`src/rtl/sram_ctrl_pkg.sv`:
```
// Shared types and default widths for the data-SRAM request controller.
package sram_ctrl_pkg;

    localparam int SRAM_CTRL_DEF_N     = 8;
    localparam int SRAM_CTRL_DEF_CNT_W = 16;

    typedef enum logic [2:0] {
        ST_IDLE,
        ST_RD_ISSUE,
        ST_RD_WAIT,
        ST_WR_ISSUE,
        ST_RESP
    } sram_ctrl_state_t;

endpackage

```
`src/rtl/sram_ctrl_sat_counter.sv`:
```
// Saturating event counter used for the load/store statistics.
module sat_counter #(
    parameter int CNT_W = 16
) (
    input  logic             clk,
    input  logic             rst_n,
    input  logic             inc,
    output logic [CNT_W-1:0] count
);

    logic [CNT_W-1:0] r_count;

    always_ff @(posedge clk) begin
        if (!rst_n) begin
            r_count <= '0;
        end else if (inc && (r_count != '1)) begin
            r_count <= r_count + CNT_W'(1);
        end
    end

    assign count = r_count;

endmodule

```
`src/rtl/sram_ctrl.sv`:
```
// Single-outstanding load/store controller in front of a registered-read SRAM.
// Optional statistics counters are enabled by defining SRAM_CTRL_STATS_EN.
module sram_ctrl
    import sram_ctrl_pkg::*;
#(
    parameter int N = SRAM_CTRL_DEF_N
`ifdef SRAM_CTRL_STATS_EN
    ,
    parameter int CNT_W = SRAM_CTRL_DEF_CNT_W
`endif
) (
    input  logic             clk,
    input  logic             rst_n,
    input  logic             req_valid,
    output logic             req_ready,
    input  logic             req_write,
    input  logic [N-1:0]     req_addr,
    input  logic [N-1:0]     req_wdata,
    output logic             resp_valid,
    input  logic             resp_ready,
    output logic [N-1:0]     resp_rdata,
    output logic             SRAM_readEnable,
    output logic             SRAM_writeEnable,
    output logic [N-1:0]     SRAM_address,
    output logic [N-1:0]     SRAM_data_in,
    input  logic [N-1:0]     SRAM_data
`ifdef SRAM_CTRL_STATS_EN
    ,
    output logic [CNT_W-1:0] load_count,
    output logic [CNT_W-1:0] store_count
`endif
);

    sram_ctrl_state_t r_state;
    logic [N-1:0]     r_addr;
    logic [N-1:0]     r_wdata;
    logic [N-1:0]     r_rdata;

    always_ff @(posedge clk) begin
        if (!rst_n) begin
            r_state <= ST_IDLE;
            r_addr  <= '0;
            r_wdata <= '0;
            r_rdata <= '0;
        end else begin
            unique case (r_state)
                ST_IDLE: begin
                    if (req_valid) begin
                        r_addr  <= req_addr;
                        r_wdata <= req_wdata;
                        r_state <= req_write ? ST_WR_ISSUE : ST_RD_ISSUE;
                    end
                end
                ST_RD_ISSUE: r_state <= ST_RD_WAIT;
                ST_RD_WAIT: begin
                    r_rdata <= SRAM_data;
                    r_state <= ST_RESP;
                end
                ST_WR_ISSUE: begin
                    r_rdata <= '0;
                    r_state <= ST_RESP;
                end
                ST_RESP: begin
                    if (resp_ready) r_state <= ST_IDLE;
                end
                default: r_state <= ST_IDLE;
            endcase
        end
    end

    // Every handshake/enable is a pure decode of the state register.
    assign req_ready        = (r_state == ST_IDLE);
    assign resp_valid       = (r_state == ST_RESP);
    assign resp_rdata       = r_rdata;
    assign SRAM_readEnable  = (r_state == ST_RD_ISSUE);
    assign SRAM_writeEnable = (r_state == ST_WR_ISSUE);
    assign SRAM_address     = r_addr;
    assign SRAM_data_in     = r_wdata;

`ifdef SRAM_CTRL_STATS_EN
    logic r_write;
    logic w_resp_hs;

    always_ff @(posedge clk) begin
        if (!rst_n) begin
            r_write <= 1'b0;
        end else if (req_valid && (r_state == ST_IDLE)) begin
            r_write <= req_write;
        end
    end

    assign w_resp_hs = resp_valid && resp_ready;

    sat_counter #(.CNT_W(CNT_W)) u_load_cnt (
        .clk   (clk),
        .rst_n (rst_n),
        .inc   (w_resp_hs && !r_write),
        .count (load_count)
    );

    sat_counter #(.CNT_W(CNT_W)) u_store_cnt (
        .clk   (clk),
        .rst_n (rst_n),
        .inc   (w_resp_hs && r_write),
        .count (store_count)
    );
`endif

endmodule
```
`config.mk`:
```
export PLATFORM = sky130hd
export DESIGN_NAME = sram_ctrl
export DESIGN_NICKNAME = d
export VERILOG_FILES = /design/src/rtl/sram_ctrl_pkg.sv /design/src/rtl/sram_ctrl_sat_counter.sv /design/src/rtl/sram_ctrl.sv
export SDC_FILE = /design/constraint.sdc
export NUM_CORES = 1
export LEC_CHECK = 0
export ABC_CLOCK_PERIOD_IN_PS = 1250
export BUFFER_PORTS_ARGS = -buffer_cell sky130_fd_sc_hd__clkbuf_2
export CORE_MARGIN = 5
export CORE_UTILIZATION = 43
export DETAILED_ROUTE_END_ITERATION = 10
export PLACE_DENSITY = 0.77
export SLEW_MARGIN = 0
export SYNTH_ARGS = -nofsm -noshare
export SYNTH_HDL_FRONTEND = slang
export SYNTH_HIERARCHICAL = 1
export SYNTH_SLANG_ARGS = --single-unit
```
`constraint.sdc`:
```
create_clock -name clk -period 1.25 [get_ports clk]
set_input_delay 0.0625 -clock clk [delete_from_list [all_inputs] [get_ports clk]]
set_output_delay 0.0625 -clock clk [all_outputs]
set_load 0.05 [all_outputs]
```
==> impl_metrics.tcl <==
set metrics [dict create \
    status "finished, violations left" \
    violations "setup timing" \
    num_vias 1207 \
    multi_input_area_um2 618 \
    startpoint_type "register" \
    antenna_found_initial 0 \
    gr-usage-met2 0.336 \
    routedWlPerCell_um 15.3 \
    fin_cells 240 \
    fin_util 0.823 \
    report.final.slew_viol_count 0 \
    synth_flop_cell "dfxtp_1" \
    p_seq_frac 0.459 \
    netlist_instances 122 \
    leakage_nw 0.851 \
    cp_data_arrival_time_ps 1560 \
    synth_area_um2 1060 \
    p_per_area_nw_per_um2 1050 \
    finalWorstSetupSlack_ps -42.5 \
    cts_sinks 27 \
    synth-async-reset-ratio 0 \
    grtUsageMet3 0.0432 \
    yosysMostFrequentCell "dfxtp_1" \
    io_buffers 56 \
    ir_drop_mv 0.982 \
    rsz0062_at_grt "true" \
    yosys-top-cells-count "dfxtp_1 (27), nand2_1 (24), nand3_1 (16), o21ai_0 (15)" \
    drc 0 \
    crit_type "register to register" \
    grt_pass1_vias 1190 \
    synth_warnings 6 \
    io_pins 57 \
    start_util 0.441 \
    totalWireLength_mm 3.68 \
    holdWs_ps 8.03 \
    hold_viol 0 \
    synth_top_cell_by_area "dfxtp_1" \
    p_int_w 0.00135 \
    die_w_um 59.7 \
    synth_top_area_frac 0.509 \
    p_switching_w 0.000744 \
    synth.distinct_cells 20 \
    worstHoldPathType "input pin to register" \
    dieArea_um2 3560 \
    endpoint_kind "register" \
    die_h_um 59.7 \
    core_area_um2 2410 \
    gp_congestion 0.762 \
    setup_viol_count_final 19 \
    total_power_w 0.00209 \
    grt_start_max_net_pins 34 \
    clock_latency_ps 320 \
    seqCellArea_um2 547 \
    fin_crit_sh 1.03 \
    tightest_slew_ps 425 \
    syn_to_final_growth_pct 86.8 \
    skew_ps 1.07 \
    synth_fp_nets 151 \
    track_usage 0.176 \
    groute.layer.met1.usage 0.187 \
    finalCriticalPeriod_ps 1290 \
    nets 240 \
    drive_gt1_frac 0.505 \
    drt_iter0_drc 17 \
    synth_edf_count 0 \
    antenna_cells 0 \
    cts_root_buf "clkbuf_4" \
    n_fill_cell 131 \
    postRouteAntennaNets 0 \
    worstPathRequired_ps 1520 \
    numPlacedInstances 204 \
    clockBufferDepth 2 \
    maxCapViolCount 0 \
    via_per_inst 5.03 \
    ys_top_cells_by_area "dfxtp_1 (51%), nand2_1 (8.5%), nand3_1 (7.5%), o21ai_0 (7.1%), a21boi_0 (5.7%)" \
    power_frac_comb 0.360 \
    clkPwrFrac 0.181 \
    ys_seq_elements 27 \
    yosysSeqAreaShare 0.509 \
    htree_levels 1 \
    grt-ovfl-total 0 \
    slew_headroom 0.717 \
    place_hpwl_mm 1.96 \
    cp_max_fo 8 \
    cts_tree "yes" \
    grt_busiest_layer "met2" \
    dr.pass1.iters 4 \
    clk_pin_slew_ps 140 \
    fmax_mhz 774 \
    sw_frac_of_total 0.355 \
    numCtsBuffers 3 \
    syn_area_per_cell_um2 8.71 \
    core.rowCount 18 \
    grt_pass1_wl_mm 4.88 \
]
[stage by stage]
step / setup WS [ps] / setup TNS [ps] / cell area, um^2
final: -42.5 / -341 / 1980
after global routing: -92.4 / -1090 / 1980
after CTS: -35.8 / -100 / 1750
after detailed placement: 69.7 / 0 / 1410
after global placement: 143 / 0 / 1410
after floorplan: -192 / -311 / 1080
[cell families after synthesis]
group	share of synthesized area
compound gates	0.145
buf+inv	0.0506
flops	0.509
simple gates	0.296
[flip-flops by register name, summed over array words and instances (netlist names)]
name and count:
r_state 3, SRAM_address 8, SRAM_data_in 8, resp_rdata 8
[path summary, 6_finish.rpt]
path / start / to / slack, ps / cells past startpoint
worst max register to register: r_state[1] / SRAM_address[1] / -40 / 6
worst min-delay path: req_write / r_state[1] / 8 / 3
worst min register to register: SRAM_data_in[0] / SRAM_data_in[0] / 460 / 2
worst max-delay path: r_state[1] / SRAM_address[1] / -40 / 6
[worst max-delay path, cell delays in order, from the launching register on]
cell and delay [ps]:
dfxtp_2 360, buf_6 120, nor4b_4 250, buf_6 180, clkbuf_16 170, nand3_2 60, o21ai_1 90
[cells in the final DEF (no fill, tap or decap)]
master	synthesis	routed
a21boi_0	8	8
a21oi_1	1	1
a22o_1	1	1
and2_1	2	2
buf_12	0	1
buf_4	2	6
buf_6	0	5
buf_8	0	2
clkbuf_16	0	3
clkbuf_2	1	52
clkbuf_4	0	3
clkbuf_8	0	2
clkinv_2	0	1
dfxtp_1	27	24
dfxtp_2	0	2
dfxtp_4	0	1
dlygate4sd3_1	0	24
nand2_1	24	24
nand2b_1	1	1
nand3_2	0	14
nand3_4	0	2
nand3b_1	8	8
nor2b_1	2	1
nor2b_4	0	1
nor3_2	0	1
nor3b_2	0	1
nor3b_4	0	1
nor4b_1	1	1
nor4b_4	1	1
o21ai_1	1	9
o21ai_2	0	7
[cell type report]
cell class,count,share of cell area
repair buffers,95,0.380
clock buffers,3,0.0113
multi-input cells,84,0.311
clock inverters,1,0.00252
flip-flops and latches,27,0.276
well taps,30,0.0189
[power groups by stage]
stage	combinational, W	sequential, W	clock, W
2_1_floorplan	0.000183	0.00116	0
5_1_grt	0.000793	0.000968	0.000429
4_1_cts	0.000615	0.000956	0.000377
3_5_place_dp	0.000521	0.000975	0
6_report	0.000753	0.000961	0.000378
3_3_place_gp	0.000511	0.000973	0
[metal layers]
layer | routed length [um] | vias to the layer above | share of wire
li1 | - | 592 | -
met1 | 1350 | 554 | 0.37
met2 | 1960 | 53 | 0.53
met3 | 299 | 8 | 0.081
met4 | 67 | 0 | 0.018
met5 | 0 | - | 0
[timing repair]
action	in CTS	in global routing
endpoints found under the setup margin	4	20
endpoints found under the hold margin	23	1
gates cloned	0	3
pin swaps	3	16
buffers inserted	3	2
gates resized for setup	19	42
hold buffers	23	1
No activity file was read; power rests on OpenSTA's default activity.
